$ cat src/rtl/pll_reset_sequencer_pkg.sv
// Shared definitions for the PLL reset sequencer: state encoding and counter sizing.
package pll_reset_sequencer_pkg;

  localparam int unsigned STATE_W = 2;

  typedef enum logic [STATE_W-1:0] {
    ST_WAIT_LOCK = 2'd0,
    ST_STRETCH   = 2'd1,
    ST_RUN       = 2'd2
  } state_e;

  // Width that holds max(a, b) without overflow.
  function automatic int unsigned ctr_width(input int unsigned a, input int unsigned b);
    int unsigned m;
    m = (a > b) ? a : b;
    return $clog2(m + 1);
  endfunction

endpackage

$ cat src/rtl/pll_reset_sequencer_sync_2ff.sv
// Two-flop single-bit synchroniser with synchronous active-high reset to 0.
module pll_reset_sequencer_sync_2ff (
  input  logic clk,
  input  logic reset,
  input  logic i_d,
  output logic o_q
);

  logic r_meta;
  logic r_sync;

  always_ff @(posedge clk) begin
    if (reset) begin
      r_meta <= 1'b0;
      r_sync <= 1'b0;
    end else begin
      r_meta <= i_d;
      r_sync <= r_meta;
    end
  end

  assign o_q = r_sync;

endmodule

$ cat src/rtl/pll_reset_sequencer.sv
// Turns the asynchronous PLL lock flag into a filtered, stretched synchronous system reset
// and re-sequences from scratch whenever lock is lost.
module pll_reset_sequencer
  import pll_reset_sequencer_pkg::*;
#(
  parameter int unsigned LOCK_FILTER  = 4,
  parameter int unsigned RESET_CYCLES = 8,
  parameter int unsigned CNT_W        = 8
) (
  input  logic               clk,
  input  logic               reset,
  input  logic               pll_locked,
  output logic               sys_reset,
  output logic               ready,
  output logic [CNT_W-1:0]   lock_loss_count,
  output logic [STATE_W-1:0] state
);

  localparam int unsigned CTR_W = ctr_width(LOCK_FILTER, RESET_CYCLES);
  localparam logic [CTR_W-1:0] FILT_LAST    = CTR_W'(LOCK_FILTER - 1);
  localparam logic [CTR_W-1:0] STRETCH_LAST = CTR_W'(RESET_CYCLES - 1);

  logic             w_lk_s;
  state_e           r_state;
  state_e           w_state_nxt;
  logic [CTR_W-1:0] r_filt;
  logic [CTR_W-1:0] w_filt_nxt;
  logic [CTR_W-1:0] r_stretch;
  logic [CTR_W-1:0] w_stretch_nxt;
  logic [CNT_W-1:0] r_loss;
  logic [CNT_W-1:0] w_loss_nxt;
  logic             r_sys_reset;
  logic             w_sys_reset_nxt;
  logic             r_ready;
  logic             w_ready_nxt;

  pll_reset_sequencer_sync_2ff u_sync (
    .clk   (clk),
    .reset (reset),
    .i_d   (pll_locked),
    .o_q   (w_lk_s)
  );

  always_ff @(posedge clk) begin
    if (reset) begin
      r_state     <= ST_WAIT_LOCK;
      r_filt      <= '0;
      r_stretch   <= '0;
      r_loss      <= '0;
      r_sys_reset <= 1'b1;
      r_ready     <= 1'b0;
    end else begin
      r_state     <= w_state_nxt;
      r_filt      <= w_filt_nxt;
      r_stretch   <= w_stretch_nxt;
      r_loss      <= w_loss_nxt;
      r_sys_reset <= w_sys_reset_nxt;
      r_ready     <= w_ready_nxt;
    end
  end

  // Counters idle at zero outside their own state, so every re-entry starts clean.
  always_comb begin
    w_state_nxt   = r_state;
    w_filt_nxt    = '0;
    w_stretch_nxt = '0;
    w_loss_nxt    = r_loss;
    unique case (r_state)
      ST_WAIT_LOCK: begin
        if (w_lk_s) begin
          if (r_filt == FILT_LAST) begin
            w_state_nxt = ST_STRETCH;
          end else begin
            w_filt_nxt = r_filt + CTR_W'(1);
          end
        end
      end
      ST_STRETCH: begin
        // Lock loss wins over the final stretch cycle and is not counted.
        if (!w_lk_s) begin
          w_state_nxt = ST_WAIT_LOCK;
        end else if (r_stretch == STRETCH_LAST) begin
          w_state_nxt = ST_RUN;
        end else begin
          w_stretch_nxt = r_stretch + CTR_W'(1);
        end
      end
      ST_RUN: begin
        if (!w_lk_s) begin
          w_state_nxt = ST_WAIT_LOCK;
          if (r_loss != '1) begin
            w_loss_nxt = r_loss + CNT_W'(1);
          end
        end
      end
      default: begin
        w_state_nxt = ST_WAIT_LOCK;
      end
    endcase
    w_sys_reset_nxt = (w_state_nxt != ST_RUN);
    w_ready_nxt     = (w_state_nxt == ST_RUN);
  end

  assign sys_reset       = r_sys_reset;
  assign ready           = r_ready;
  assign lock_loss_count = r_loss;
  assign state           = r_state;

endmodule
$ cat config.mk
export PLATFORM = sky130hd
export DESIGN_NAME = pll_reset_sequencer
export DESIGN_NICKNAME = d
export VERILOG_FILES = /design/src/rtl/pll_reset_sequencer_pkg.sv /design/src/rtl/pll_reset_sequencer_sync_2ff.sv /design/src/rtl/pll_reset_sequencer.sv
export SDC_FILE = /design/constraint.sdc
export NUM_CORES = 1
export LEC_CHECK = 0
export CAP_MARGIN = 20
export CORE_MARGIN = 8
export CORE_UTILIZATION = 51
export DETAILED_ROUTE_END_ITERATION = 10
export PLACE_DENSITY = 0.76
export SETUP_SLACK_MARGIN = 0.2
export SKIP_LAST_GASP = 1
export SYNTH_ARGS = -nofsm -noshare
export SYNTH_HDL_FRONTEND = slang
export SYNTH_SLANG_ARGS = --single-unit
$ cat constraint.sdc
create_clock -name clk -period 1.5 [get_ports clk]
set_input_delay 0.45 -clock clk [delete_from_list [all_inputs] [get_ports clk]]
set_output_delay 0.45 -clock clk [all_outputs]
set_load 0.005 [all_outputs]
# After elaboration in Yosys (flattened, before gate mapping)
# Index checks and enable logic that the tools add are counted.
# W data, S select, Z words.
# word_totals
ff_bits	22
out_inout_bits	12
word_cells	31
# op_classes
n_addsub	3
n_eq_ne	7
mux	6
n_bitwise	3
reduce_logical	4
# op_table
cell	n
$mux W2	5
$add A4 B1 Y4 const B	2
$add A8 B1 Y8 const B	1
$ne A8 B8 Y1 const B	1
$reduce_or A4 Y1	2
$pmux W2 S3	1
$eq A2 B2 Y1 const B	2
$eq A4 B2 Y1 const B	1
$eq A4 B3 Y1 const B	1
$not A1 Y1	3
$reduce_and A3 Y1	1
$eq A2 B1 Y1 const B	1
$logic_not A2 Y1	1
$ne A2 B2 Y1 const B	1

# Depth between registers and ports, before layout
# depth
word_depth	5
mapped_depth	4

# By module
# From an unflattened synthesis, not the netlist that was laid out.
# unflattened
hier_cells	96
area_unflattened_um2	962.2
# by_module_without_submodules
module	instances	cells_each	area_per_inst_um2	seq_area_each_um2
pll_reset_sequencer	1	92	909.6	400.4
pll_reset_sequencer_sync_2ff	1	4	52.6	40.0

# Worst setup path after synthesis
# OpenSTA, ideal clock, no wires.
# synth_path
kind	flip-flop to flip-flop
from	reg r_loss[0], in the netlist lock_loss_count[0]
to	reg r_loss[0], in the netlist lock_loss_count[0]
setup_ns	0.123
t_arrival_ns	1.249
t_required_ns	1.377
setup_slack_ns	0.127
stages_incl_launch_ff	5
cell_sequence	dfxtp_1 > ha_1 > and4_1 > a21boi_2 > mux2_1
# synth_via
elab_chain_len	2
word_cells_on_any_way	3
# synth_lines
item	line	source
start, declared	pll_reset_sequencer.sv:30	logic [CNT_W-1:0] r_loss;
start signal, assigned	pll_reset_sequencer.sv:56	r_loss <= w_loss_nxt;
branches (longest 2 deep; another with $add A8 B1 Y8)	--	
# Parallel ways; which one is timed is not known.
# A chain may end at the register's enable or synchronous reset.

# Final worst setup path
# layout_path
from	reg r_state[1], in the netlist state[1]
to	reg r_filt[1]
# layout_via
elab_chain_len	3
# layout_lines
item	line	source
start, declared	pll_reset_sequencer.sv:24	state_e r_state;
start signal, assigned	pll_reset_sequencer.sv:53	r_state <= w_state_nxt;
$logic_not A2 Y1	pll_reset_sequencer.sv:68	unique case (r_state)
$not A1 Y1 (no line)	--	
$reduce_or A4 Y1 (no line)	--	
end signal, assigned	pll_reset_sequencer.sv:54	r_filt <= w_filt_nxt;
end, declared	pll_reset_sequencer.sv:26	logic [CTR_W-1:0] r_filt;
# No other way between the ends.

==> results.json <==
{
  "number_of_failing_setup_endpoints_in_the_final_timing_report": 0,
  "antenna_fix_cells": 0,
  "htree_num_levels": 1,
  "most-common-layout-cells": "sky130_fd_sc_hd__buf_4 (14), sky130_fd_sc_hd__dfxtp_1 (12), sky130_fd_sc_hd__nor2_1 (11)",
  "post_route_clock_period_utilization_pct": 90.5,
  "n_fill_cell": 120,
  "timing.final.crit_period_ns": 1.36,
  "cpMostUsedCell": "sky130_fd_sc_hd__buf_6",
  "cts_tree": "done",
  "synth_ff_type": "sky130_fd_sc_hd__dfxtp_1",
  "drt-wirelength-per-cell_um": 15.0,
  "power.ir.vdd_worst_v": 0.000530,
  "leakagePower_nw": 0.592,
  "yosys.area.top_type_share_pct": 45.5,
  "initial_core_util_pct": 54.8,
  "synth_warnings": 0,
  "vias": 875,
  "syn_inst": 97,
  "layout_cell_share_with_drive_strength_beyond_1_pct": 50.4,
  "layout.nets": 142,
  "cts.sink_count": 22,
  "power-per-cell-area_nw_per_um2": 681,
  "cts.hold.buffers_added": 0,
  "comb_power_share_pct": 2.3,
  "place.port_buffers": 14,
  "most_common_cell_after_layout_fill_and_taps_aside": "sky130_fd_sc_hd__buf_4",
  "routed_wl_mm": 2.40,
  "ys_top_cells_by_area": "sky130_fd_sc_hd__dfxtp_1 (46%), sky130_fd_sc_hd__nor2_1 (4.3%), sky130_fd_sc_hd__ha_1 (3.9%)",
  "power.switching_fraction_pct": 21.9,
  "grt_pass1_wl_mm": 3.73,
  "netlist.top_cell.by_area": "sky130_fd_sc_hd__dfxtp_1",
  "clkLatencyLatePin_ns": 0.32,
  "power.share.clock_pct": 36.0,
  "crit_path_end_kind": "register",
  "worstPathCellList": "buf_6, buf_6, or4b_4, a21oi_2, and2_1",
  "netSwitchingPower_w": 0.000210,
  "final.setup_skew_ns": 0.00654,
  "place.detailed.hpwl_mm": 1.43,
  "ios": 15,
  "maximum_number_of_pins_on_one_net_before_global_route_repair": 17,
  "postSynth.asyncResetShare_pct": 0,
  "core.rowCount": 15,
  "synth.cell_area_um2": 967,
  "via_count_of_the_first_global_routing_pass": 863,
  "die-height_um": 59.5,
  "timing.final.max_slew_violations": 0,
  "min-delay-path-class": "register to register",
  "cpPeakStageDelay_ns": 0.50,
  "required_ns": 1.78,
  "power_report.internal_total_w": 0.000745,
  "area_taken_by_multi_input_logic_gates_um2": 616,
  "reg2reg_setup_slack_ns": 0.14,
  "worst_slew_pin_slew_ns": 0.291,
  "core_ar_um2": 1760,
  "drt.antenna.violating_nets": 0,
  "fmax_mhz": 737,
  "final_cells": 160,
  "cts.clk_slew.worst_paths_ns": 0.13,
  "path_delay_family": "simple AND/OR/NAND/NOR gates",
  "synthToLayoutAreaGrowth_pct": 44.9,
  "max_cap_viol_count": 0,
  "setup_repair_after_global_routing_missed_its_margin": "yes",
  "gr-total-overflow": 0,
  "clockRootBuffer": "sky130_fd_sc_hd__clkbuf_4",
  "via_density": 5.47,
  "timing.critical_path.buf_inv": 2,
  "outcome": "finished, final reports clean",
  "flop_and_latch_count_out_of_synthesis": 22,
  "worstSetupStartpointType": "register",
  "globalplace.congestion": 0.777,
  "number_of_enable_flip_flop_cells_after_synthesis": 0,
  "worst-endpoint-arrival_ns": 1.64,
  "firstDrtPassIters": 4,
  "post_synth.cell_area_avg_um2": 9.97,
  "hold_violations": 0,
  "netlist-cell-type-count": 34,
  "globalRouteTotalUtil_pct": 13.5,
  "post-place-cells": 143,
  "synth_nets": 103,
  "path_max_fanout": 3,
  "ctsLongestPathBuffers": 2,
  "sequential_cell_area_um2": 455,
  "worst_slew_margin_rel_pct": 80.5,
  "dieWidth_um": 59.5,
  "drt_iter0_markers": 16,
  "drc": 0,
  "worst-setup-path-type": "register to register",
  "cp_slowest_cell": "sky130_fd_sc_hd__or4b_4",
  "tritoncts_buffers": 3,
  "synth.yosys.seq_area_share_pct": 45.5,
  "fp.dieArea_um2": 3550,
  "grt_antenna_before_repair": 0,
  "fin_setup_tns_ns": 0,
  "p_seq_share_pct": 61.6
}
==> area by class of cell <==
cell class,count,area share (%)
well taps,25,2.23
repair buffers,35,18.8
clock buffers,4,2.59
multi-input cells,74,43.9
flip-flops and latches,22,32.5
==> what timing repair did <==
action / CTS / global route
setup endpoints to repair: 19 / 16
resized for setup: 62 / 19
pin swaps: 5 / 5
hold endpoints to repair: 0 / 0
buffers inserted: 12 / 1
==> worst reg2reg max path: cells and delay by family, from the launching register on <==
| family | cells | cell delay [ns] |
|---|---|---|
| flip-flops | 1 | 0.35 |
| buffers and inverters | 2 | 0.21 |
| AO/OA/AOI/OAI | 1 | 0.12 |
| AND/OR/NAND/NOR | 2 | 0.62 |
==> metal layers <==
metal | vias to the layer above | part of all wire [%] | GRT usage (%)
met2 | 17 | 49 | 22.7
met5 | - | 0 | 0
met4 | 0 | 1.9 | 7.48
li1 | 434 | - | -
met1 | 419 | 45 | 15.4
met3 | 5 | 3.2 | 3.04
==> stage by stage <==
stage,power (W),instance area (um2),worst slack (ns),hold WS (ns),util (%)
after global routing,0.000975,1400,0.0813,0.466,79.4
after detailed placement,0.000625,1200,-0.215,0.425,68.3
after CTS,0.000952,1340,0.135,0.454,76.0
after floorplan,0.000614,977,0.180,0.414,-
final,0.000955,1400,0.143,0.450,79.4
after global placement,0.000624,1200,-0.169,0.417,68.3
==> cell usage after synthesis, types with 2 or more instances <==
cell and number:
sky130_fd_sc_hd__dfxtp_1 22, sky130_fd_sc_hd__nor2_1 11, sky130_fd_sc_hd__and2_1 5, sky130_fd_sc_hd__nor2b_1 5
sky130_fd_sc_hd__a311oi_1 4, sky130_fd_sc_hd__nand2b_1 4, sky130_fd_sc_hd__nand3_1 4, sky130_fd_sc_hd__a21oi_1 3
sky130_fd_sc_hd__and3b_1 3, sky130_fd_sc_hd__and4_1 3, sky130_fd_sc_hd__ha_1 3, sky130_fd_sc_hd__nand2_1 3
sky130_fd_sc_hd__nor3_1 3, sky130_fd_sc_hd__a31oi_1 2, sky130_fd_sc_hd__mux2i_1 2, sky130_fd_sc_hd__nand3b_1 2
==> worst paths after layout <==
check	cells past startpoint	endpoint	from
worst min-delay path	1	u_sync.o_q	u_sync.r_meta
worst min register to register	1	u_sync.o_q	u_sync.r_meta
worst max register to register	5	r_filt[1]	state[1]
worst max-delay path	5	r_filt[1]	state[1]
==> flip-flops by register name, indices dropped and copies added (netlist names) <==
signal and count:
state 2, r_filt 4, u_sync.o_q 1, r_stretch 4, ready 1, sys_reset 1, u_sync.r_meta 1, lock_loss_count 8
==> logic make-up (layout without fill, tap and decap cells) <==
| logic type | Yosys count | after routing | share of synthesized area, % |
|---|---|---|---|
| muxes | 4 | 4 | 4.40 |
| xor gates and xnor gates | 2 | 2 | 1.81 |
| DFF | 22 | 22 | 45.5 |
| buffers and inverters | 1 | 39 | 0.388 |
| adders and majority gates | 3 | 3 | 3.88 |
| and+or+nand+nor | 50 | 50 | 32.2 |
| AOI/OAI and AO/OA | 15 | 15 | 11.8 |
==> power groups by stage <==
| stage | sequential, W | clock (W) | combinational (W) |
|---|---|---|---|
| after CTS | 0.000588 | 0.000343 | 0.0000207 |
| after global placement | 0.000604 | 0 | 0.0000207 |
| after detailed placement | 0.000604 | 0 | 0.0000213 |
| after global routing | 0.000589 | 0.000361 | 0.0000244 |
| after floorplan | 0.000603 | 0 | 0.0000109 |
| final | 0.000589 | 0.000344 | 0.0000222 |
(Power assumes the default switching activity.)
